### src/rtl/i2c_bus_arbiter_if.sv
`default_nettype none
// ============================================================================
// Module   : i2c_bus_arbiter_if
// Purpose  : Client-side request/response and I2C-master-side signal bundle
//            for the shared I2C master arbiter.
// Revision : 1.0 - initial release
// ============================================================================
interface i2c_bus_arbiter_if #(
  parameter int NUM_REQ = 4,
  parameter int ADDR_W  = 7,
  parameter int DATA_W  = 8
);
  logic [NUM_REQ-1:0]        req;
  logic [NUM_REQ*ADDR_W-1:0] req_addr;
  logic [NUM_REQ-1:0]        req_rd_wr;
  logic [NUM_REQ*DATA_W-1:0] req_wdata;
  logic [NUM_REQ-1:0]        gnt;
  logic [NUM_REQ-1:0]        done;
  logic [DATA_W-1:0]         rsp_rdata;
  logic                      rsp_nack;
  logic                      rsp_timeout;
  logic                      m_on;
  logic [ADDR_W-1:0]         m_addr;
  logic                      m_rd_wr;
  logic [DATA_W-1:0]         m_wdata;
  logic                      m_abort;
  logic                      m_done;
  logic                      m_nack;
  logic [DATA_W-1:0]         m_rdata;

  // The arbiter itself sits on the slave side of this bundle.
  modport slave (
    input  req, req_addr, req_rd_wr, req_wdata, m_done, m_nack, m_rdata,
    output gnt, done, rsp_rdata, rsp_nack, rsp_timeout,
           m_on, m_addr, m_rd_wr, m_wdata, m_abort
  );

  modport master (
    output req, req_addr, req_rd_wr, req_wdata, m_done, m_nack, m_rdata,
    input  gnt, done, rsp_rdata, rsp_nack, rsp_timeout,
           m_on, m_addr, m_rd_wr, m_wdata, m_abort
  );
endinterface
`default_nettype wire

### src/rtl/i2c_bus_arbiter.sv
`default_nettype none
// ============================================================================
// Module   : i2c_bus_arbiter
// Purpose  : Round-robin arbiter sharing one I2C master FSM among NUM_REQ
//            clients. Optional BUSY watchdog: define I2C_ARB_TIMEOUT_EN.
// Revision : 1.0 - initial release
// ============================================================================
module i2c_bus_arbiter #(
  parameter int NUM_REQ     = 4,
  parameter int ADDR_W      = 7,
  parameter int DATA_W      = 8,
  parameter int TIMEOUT_CYC = 1024
) (
  input  wire logic        clk,
  input  wire logic        reset,
  i2c_bus_arbiter_if.slave bus
);
  localparam int PTR_W = (NUM_REQ > 1) ? $clog2(NUM_REQ) : 1;

  localparam logic [2:0] S_IDLE   = 3'd0;
  localparam logic [2:0] S_GRANT  = 3'd1;
  localparam logic [2:0] S_LAUNCH = 3'd2;
  localparam logic [2:0] S_BUSY   = 3'd3;
  localparam logic [2:0] S_RESP   = 3'd4;

  logic [2:0]         state_q, state_d;
  logic [PTR_W-1:0]   rr_ptr_q, rr_ptr_d;
  logic [PTR_W-1:0]   win_q, win_d;
  logic [PTR_W-1:0]   sel_idx;
  logic [PTR_W:0]     cand;
  logic [NUM_REQ-1:0] gnt_q, gnt_d;
  logic [NUM_REQ-1:0] done_q, done_d;
  logic [NUM_REQ-1:0] win_onehot;
  logic               m_on_q, m_on_d;
  logic [ADDR_W-1:0]  m_addr_q, m_addr_d;
  logic               m_rd_wr_q, m_rd_wr_d;
  logic [DATA_W-1:0]  m_wdata_q, m_wdata_d;
  logic [DATA_W-1:0]  rsp_rdata_q, rsp_rdata_d;
  logic               rsp_nack_q, rsp_nack_d;
  logic               tmo_hit;

  logic [ADDR_W-1:0]  addr_arr  [NUM_REQ];
  logic [DATA_W-1:0]  wdata_arr [NUM_REQ];

  for (genvar g = 0; g < NUM_REQ; g++) begin : g_unpack
    assign addr_arr[g]  = bus.req_addr[g*ADDR_W +: ADDR_W];
    assign wdata_arr[g] = bus.req_wdata[g*DATA_W +: DATA_W];
  end

  assign win_onehot = NUM_REQ'(1) << win_q;

  // Scan downward so the lowest offset from rr_ptr is the last (winning) write.
  always_comb begin
    sel_idx = rr_ptr_q;
    cand    = '0;
    for (int i = NUM_REQ - 1; i >= 0; i--) begin
      cand = {1'b0, rr_ptr_q} + (PTR_W + 1)'(i);
      if (cand >= (PTR_W + 1)'(NUM_REQ)) cand = cand - (PTR_W + 1)'(NUM_REQ);
      if (bus.req[cand[PTR_W-1:0]]) sel_idx = cand[PTR_W-1:0];
    end
  end

  always_ff @(posedge clk or posedge reset) begin
    if (reset) state_q <= S_IDLE;
    else       state_q <= state_d;
  end

  always_comb begin
    state_d = state_q;
    case (state_q)
      S_IDLE:   if (|bus.req) state_d = S_GRANT;
      S_GRANT:  state_d = bus.req[win_q] ? S_LAUNCH : S_IDLE;
      S_LAUNCH: state_d = S_BUSY;
      S_BUSY:   if (bus.m_done || tmo_hit) state_d = S_RESP;
      S_RESP:   state_d = S_IDLE;
      default:  state_d = S_IDLE;
    endcase
  end

  always_comb begin
    win_d       = win_q;
    gnt_d       = gnt_q;
    done_d      = '0;
    m_on_d      = 1'b0;
    m_addr_d    = m_addr_q;
    m_rd_wr_d   = m_rd_wr_q;
    m_wdata_d   = m_wdata_q;
    rsp_rdata_d = rsp_rdata_q;
    rsp_nack_d  = rsp_nack_q;
    rr_ptr_d    = rr_ptr_q;
    case (state_q)
      S_IDLE: begin
        if (|bus.req) begin
          win_d = sel_idx;
          gnt_d = NUM_REQ'(1) << sel_idx;
        end
      end
      S_GRANT: begin
        if (bus.req[win_q]) begin
          m_addr_d  = addr_arr[win_q];
          m_rd_wr_d = bus.req_rd_wr[win_q];
          m_wdata_d = wdata_arr[win_q];
          m_on_d    = 1'b1;
        end else begin
          gnt_d = '0;
        end
      end
      S_BUSY: begin
        if (bus.m_done) begin
          rsp_rdata_d = bus.m_rdata;
          rsp_nack_d  = bus.m_nack;
          done_d      = win_onehot;
        end else if (tmo_hit) begin
          rsp_rdata_d = '0;
          rsp_nack_d  = 1'b1;
          done_d      = win_onehot;
        end
      end
      S_RESP: begin
        rr_ptr_d = (win_q == PTR_W'(NUM_REQ - 1)) ? '0 : win_q + 1'b1;
        gnt_d    = '0;
      end
      default: ;
    endcase
  end

  always_ff @(posedge clk or posedge reset) begin
    if (reset) begin
      rr_ptr_q    <= '0;
      win_q       <= '0;
      gnt_q       <= '0;
      done_q      <= '0;
      m_on_q      <= 1'b0;
      m_addr_q    <= '0;
      m_rd_wr_q   <= 1'b0;
      m_wdata_q   <= '0;
      rsp_rdata_q <= '0;
      rsp_nack_q  <= 1'b0;
    end else begin
      rr_ptr_q    <= rr_ptr_d;
      win_q       <= win_d;
      gnt_q       <= gnt_d;
      done_q      <= done_d;
      m_on_q      <= m_on_d;
      m_addr_q    <= m_addr_d;
      m_rd_wr_q   <= m_rd_wr_d;
      m_wdata_q   <= m_wdata_d;
      rsp_rdata_q <= rsp_rdata_d;
      rsp_nack_q  <= rsp_nack_d;
    end
  end

`ifdef I2C_ARB_TIMEOUT_EN
  localparam int CNT_W = (TIMEOUT_CYC > 2) ? $clog2(TIMEOUT_CYC) : 1;

  logic [CNT_W-1:0] tmo_cnt_q, tmo_cnt_d;
  logic             m_abort_q, m_abort_d;
  logic             rsp_timeout_q, rsp_timeout_d;

  // Fires on the cycle whose increment would bring the count to TIMEOUT_CYC-1;
  // a simultaneous m_done takes precedence.
  assign tmo_hit = (state_q == S_BUSY) && !bus.m_done &&
                   (tmo_cnt_q == CNT_W'(TIMEOUT_CYC - 2));

  always_comb begin
    tmo_cnt_d     = tmo_cnt_q;
    m_abort_d     = tmo_hit;
    rsp_timeout_d = rsp_timeout_q;
    if (state_q == S_LAUNCH) begin
      tmo_cnt_d = '0;
    end else if (state_q == S_BUSY) begin
      tmo_cnt_d = tmo_cnt_q + 1'b1;
      if (bus.m_done)   rsp_timeout_d = 1'b0;
      else if (tmo_hit) rsp_timeout_d = 1'b1;
    end
  end

  always_ff @(posedge clk or posedge reset) begin
    if (reset) begin
      tmo_cnt_q     <= '0;
      m_abort_q     <= 1'b0;
      rsp_timeout_q <= 1'b0;
    end else begin
      tmo_cnt_q     <= tmo_cnt_d;
      m_abort_q     <= m_abort_d;
      rsp_timeout_q <= rsp_timeout_d;
    end
  end

  assign bus.m_abort     = m_abort_q;
  assign bus.rsp_timeout = rsp_timeout_q;
`else
  localparam int TIMEOUT_CYC_unused = TIMEOUT_CYC;

  assign tmo_hit         = 1'b0;
  assign bus.m_abort     = 1'b0;
  assign bus.rsp_timeout = 1'b0;
`endif

  assign bus.gnt       = gnt_q;
  assign bus.done      = done_q;
  assign bus.m_on      = m_on_q;
  assign bus.m_addr    = m_addr_q;
  assign bus.m_rd_wr   = m_rd_wr_q;
  assign bus.m_wdata   = m_wdata_q;
  assign bus.rsp_rdata = rsp_rdata_q;
  assign bus.rsp_nack  = rsp_nack_q;
endmodule
`default_nettype wire

### src/flat_wrapper.sv
// flat-port wrapper written by rule: the top's interface ports become plain ports
module i2c_bus_arbiter_flat 
#(
  parameter int NUM_REQ     = 4,
  parameter int ADDR_W      = 7,
  parameter int DATA_W      = 8,
  parameter int TIMEOUT_CYC = 1024
)
  (clk, reset, bus_req, bus_req_addr, bus_req_rd_wr, bus_req_wdata, bus_m_done, bus_m_nack, bus_m_rdata, bus_gnt, bus_done, bus_rsp_rdata, bus_rsp_nack, bus_rsp_timeout, bus_m_on, bus_m_addr, bus_m_rd_wr, bus_m_wdata, bus_m_abort);
  i2c_bus_arbiter_if #(.NUM_REQ(NUM_REQ), .ADDR_W(ADDR_W), .DATA_W(DATA_W)) bus_i ();
  input  wire logic clk;
  input  wire logic reset;
  input wire logic [$bits(bus_i.req)-1:0] bus_req;
  input wire logic [$bits(bus_i.req_addr)-1:0] bus_req_addr;
  input wire logic [$bits(bus_i.req_rd_wr)-1:0] bus_req_rd_wr;
  input wire logic [$bits(bus_i.req_wdata)-1:0] bus_req_wdata;
  input wire logic [$bits(bus_i.m_done)-1:0] bus_m_done;
  input wire logic [$bits(bus_i.m_nack)-1:0] bus_m_nack;
  input wire logic [$bits(bus_i.m_rdata)-1:0] bus_m_rdata;
  output wire logic [$bits(bus_i.gnt)-1:0] bus_gnt;
  output wire logic [$bits(bus_i.done)-1:0] bus_done;
  output wire logic [$bits(bus_i.rsp_rdata)-1:0] bus_rsp_rdata;
  output wire logic [$bits(bus_i.rsp_nack)-1:0] bus_rsp_nack;
  output wire logic [$bits(bus_i.rsp_timeout)-1:0] bus_rsp_timeout;
  output wire logic [$bits(bus_i.m_on)-1:0] bus_m_on;
  output wire logic [$bits(bus_i.m_addr)-1:0] bus_m_addr;
  output wire logic [$bits(bus_i.m_rd_wr)-1:0] bus_m_rd_wr;
  output wire logic [$bits(bus_i.m_wdata)-1:0] bus_m_wdata;
  output wire logic [$bits(bus_i.m_abort)-1:0] bus_m_abort;
  assign bus_i.req = bus_req;
  assign bus_i.req_addr = bus_req_addr;
  assign bus_i.req_rd_wr = bus_req_rd_wr;
  assign bus_i.req_wdata = bus_req_wdata;
  assign bus_i.m_done = bus_m_done;
  assign bus_i.m_nack = bus_m_nack;
  assign bus_i.m_rdata = bus_m_rdata;
  assign bus_gnt = bus_i.gnt;
  assign bus_done = bus_i.done;
  assign bus_rsp_rdata = bus_i.rsp_rdata;
  assign bus_rsp_nack = bus_i.rsp_nack;
  assign bus_rsp_timeout = bus_i.rsp_timeout;
  assign bus_m_on = bus_i.m_on;
  assign bus_m_addr = bus_i.m_addr;
  assign bus_m_rd_wr = bus_i.m_rd_wr;
  assign bus_m_wdata = bus_i.m_wdata;
  assign bus_m_abort = bus_i.m_abort;
  i2c_bus_arbiter #(.NUM_REQ(NUM_REQ), .ADDR_W(ADDR_W), .DATA_W(DATA_W), .TIMEOUT_CYC(TIMEOUT_CYC)) u_core (.clk(clk), .reset(reset), .bus(bus_i));
endmodule
### config.mk
export PLATFORM = sky130hd
export DESIGN_NAME = i2c_bus_arbiter_flat
export DESIGN_NICKNAME = d
export VERILOG_FILES = /design/src/rtl/i2c_bus_arbiter_if.sv /design/src/rtl/i2c_bus_arbiter.sv /design/src/flat_wrapper.sv
export SDC_FILE = /design/constraint.sdc
export NUM_CORES = 1
export LEC_CHECK = 0
export CAP_MARGIN = 40
export CORE_MARGIN = 2
export CORE_UTILIZATION = 35
export DETAILED_ROUTE_END_ITERATION = 16
export PLACE_DENSITY = 0.72
export SKIP_LAST_GASP = 1
export SLEW_MARGIN = 20
export SYNTH_ARGS = -nofsm -noshare
export SYNTH_HDL_FRONTEND = slang
export SYNTH_SLANG_ARGS = --single-unit
### constraint.sdc
create_clock -name clk -period 3.4 [get_ports clk]
set_input_delay 1.02 -clock clk [delete_from_list [all_inputs] [get_ports clk]]
set_output_delay 1.02 -clock clk [all_outputs]
set_load 0.03 [all_outputs]
==> parameters.txt <==
Parameter                              Value

Setup path
  Start-to-end type of the worst setup path ... primary input to register
  Start of the worst register-to-register path ... u_core.win_q[1]
  Capture instance of the worst register-to-register path ... u_core.bus.m_addr[2]
  Signal arrival time at the worst endpoint ... 2.84 ns
  Required time at the endpoint of the critical path ... 3.57 ns
  Sort of element at the start of the critical path ... primary input
  Number of cells on the worst reg-to-reg path ... 4
  CP max FO ... 17
  Critical path capture point type ... register
  Register-to-register setup slack ... 1.40 ns

Routing
  Per-cell routed wire length ... 15.3 um
  Routed vias ... 1,779
  Post-DR vias/cell ... 4.90
  Violation count after the first detailed-route iteration ... 69
  Routed Wire Length ... 5560 um
  Drc violations ... 0
  Antenna Violating Nets Remaining ... 0
  First drt pass iteration count ... 4

Floorplanning
  Die ar. ... 6990 um2
  Floorplan core area ... 6030 um2
  Top-level port count ... 116
  Height of the die ... 83.6 um
  Starting density of the core ... 36.8%
  DIE WIDTH ... 83.6 um
  Row Count ... 28

Layout
  Sequential standard cell area ... 1030 um2
  Area delta synth->final ... 59.0%
  Number of standard cells in the final layout excluding fillers ... about 360
  Antenna cells ... 0
  Area taken by multi-input logic gates ... 1090 um2
  Ratio of cells with drive above 1 in the final layout ... 14.9%
  Net count reported at finish ... 371
  Fillers ... 524

Logic synthesis
  Proportion of synthesized chip area in sequential cells ... 46.3%
  Summed instance area of the synthesized netlist ... 2220 um2
  Number of synthesized register bits ... 41
  Fraction of registers with async set/reset ... 100%
  Yosys warnings ... 0
  Number of enable flip-flop cells after synthesis ... 0
  Count of different cell masters after synthesis ... 38
  Average size of a mapped cell ... 12.9 um2
  Most instantiated flip-flop cell in the synthesis netlist ... dfrtp_1
  Synthesized instance count ... 172

Clocking
  Number of gates given a new drive strength after cts ... 0
  Cts-stage hold buffer count ... 0
  Cell at the root of the clock tree ... clkbuf_8
  CTS clk-pin slew, worst paths ... about 0.080 ns
  H-tree depth ... 2
  Num Clock Sinks ... 41
  Longest Clk Path Bufs ... 2
  Postcts setup bufs ... 0
  Number of buffers inserted during clock tree synthesis ... 5
  Clock latency reported for the late side of the worst-skew pair ... slightly below 0.3 ns
  TritonCTS clock tree ... built

Power
  Maximum ir drop on the vdd rail ... 0.000355 V
  Leak ... roughly 1.5 nW
  Power Density ... 810 nW/um2

Placed design
  HPWL after detailed placement ... 4370 um
  Total instance count after detailed placement ... 355
  Final Wtd Congestion ... 0.793
  Quantity of I/O buffers inserted on ports ... 113

STA
  Sum of negative setup slack ... 0 ns
  Slew margin rel. ... between 60 and 70%
  Final setup vio count ... 0
  RSZ-0062 raised after global routing ... false
  Slew at the pin closest to its max-slew limit ... around 0.56 ns
  FMAX ... ~370 MHz
  Clock Skews ... 0.00976 ns
  Number of max-slew violations in the final report ... 0
  Final worst path period share ... 78.6%
  Post-layout min period ... approximately 2.7 ns
  Final Hold Vio Count ... 0

Global routing
  Global route overflow ... 0
  Via count of the first global-routing pass ... 1,915
  GRT Util Overall ... 16.8%
  Number of antenna violations at the first check in global routing ... 0
  Maximum number of pins on one net before global-route repair ... 22
  First-pass GRT wire length ... 9420 um

Worst hold path
  Worst Hold Launch ... u_core.bus.rsp_rdata[4]
  End point of the worst hold path ... u_core.bus.rsp_rdata[4]
  Cell count of the worst hold path ... 2
  Worst min-delay path class ... register to register

Status
  Status ... finished clean

Job
  Max-cap violations ... 0
-- metal layers --
metal / share of wire (%) / track usage, %
met5: 0 / 0
met4: 0.74 / 3.23
met3: 7.2 / 4.95
met2: 51 / 29.7
met1: 41 / 20.6
-- how the worst max path moves through the flow --
| stage | start | endpoint | slack (ns) |
|---|---|---|---|
| final | bus_req[3] | u_core.bus.m_addr[2] | 0.73 |
| after CTS | bus_req[3] | u_core.bus.m_addr[2] | 0.72 |
| after detailed placement | bus_req[3] | u_core.bus.m_addr[2] | 0.40 |
| after global placement | bus_req[3] | u_core.bus.m_addr[5] | 0.46 |
| after floorplan | bus_req[0] | u_core.bus.gnt[0] | 1.25 |
| after global routing | bus_req[3] | u_core.bus.m_addr[2] | 0.59 |
-- flip-flops by register name, indices dropped and copies added (netlist names) --
signal,count
u_core.bus.done,4
u_core.bus.gnt,4
u_core.bus.m_addr,7
u_core.bus.m_on,1
u_core.bus.m_rd_wr,1
u_core.bus.m_wdata,8
u_core.bus.rsp_nack,1
u_core.bus.rsp_rdata,8
u_core.rr_ptr_q,2
u_core.state_q,3
u_core.win_q,2
-- critical path: stages --
cell and delay (ns):
clkdlybuf4s50_1 0.61, mux2i_1 0.15, mux2i_2 0.25, nand4_4 0.37
mux2_4 0.42
-- cell type report --
cell class / count / area share [%]
Timing Repair Buffer: 117 / 33.1
Multi-Input combinational cell: 114 / 30.9
Sequential cell: 41 / 29.1
Tap cell: 75 / 2.66
Clock buffer: 7 / 2.45
Clock inverter: 1 / 0.852
Inverter: 8 / 0.852
-- stage by stage --
stage | setup WS (ns) | hold slack [ns] | instance area, um2 | utilization (%) | power [mW]
after floorplan | 1.25 | 0.466 | 2220 | - | 1.91
after global placement | 0.463 | 0.461 | 3390 | 56.3 | 2.46
after detailed placement | 0.403 | 0.468 | 3410 | 56.6 | 2.49
after CTS | 0.723 | 0.487 | 3530 | 58.5 | 2.90
after global routing | 0.588 | 0.507 | 3530 | 58.5 | 3.04
final | 0.729 | 0.480 | 3530 | 58.5 | 2.86
-- placed cells by master, fill, tap and decap left out, drive strengths merged, types with 4 or more instances in the layout --
cell type	count
dfrtp	41
mux4	16
and2	4
ha	4
nand2	31
a21oi	4
clkdlybuf4s50	113
inv	7
mux2	17
mux2i	4
buf	4
clkbuf	7
-- cell usage after synthesis, types with 3 or more instances --
library cell / number / area [um2]
mux4_2: 12 / 270
inv_1: 8 / 30.0
nor2_1: 3 / 11.3
mux2_4: 9 / 135
mux2i_1: 3 / 30.0
buf_6: 3 / 33.8
mux4_1: 4 / 105
dfrtp_1: 41 / 1030
o21ai_0: 3 / 15.0
mux2_2: 8 / 90.1
ha_1: 4 / 50.1
and2_1: 4 / 25.0
a21oi_1: 4 / 20.0
nand2_1: 31 / 116
buf_2: 5 / 25.0
-- power breakdown --
part | internal, mW | total (mW) | switching [mW] | leakage [nW]
registers | 0.699 | 0.857 | 0.159 | 0.512
logic | 0.812 | 1.60 | 0.792 | 0.942
clock network | 0.239 | 0.396 | 0.157 | 0.0585
-- logic make-up after synthesis --
group | after synthesis | synth area share, %
compound gates | 19 | 5.81
fa+ha+maj | 4 | 2.26
buf+inv | 18 | 4.68
flops | 41 | 46.3
mux | 37 | 29.1
other cells | 1 | 0.169
simple gates | 52 | 11.7
Power figures use the tool's default switching activity.
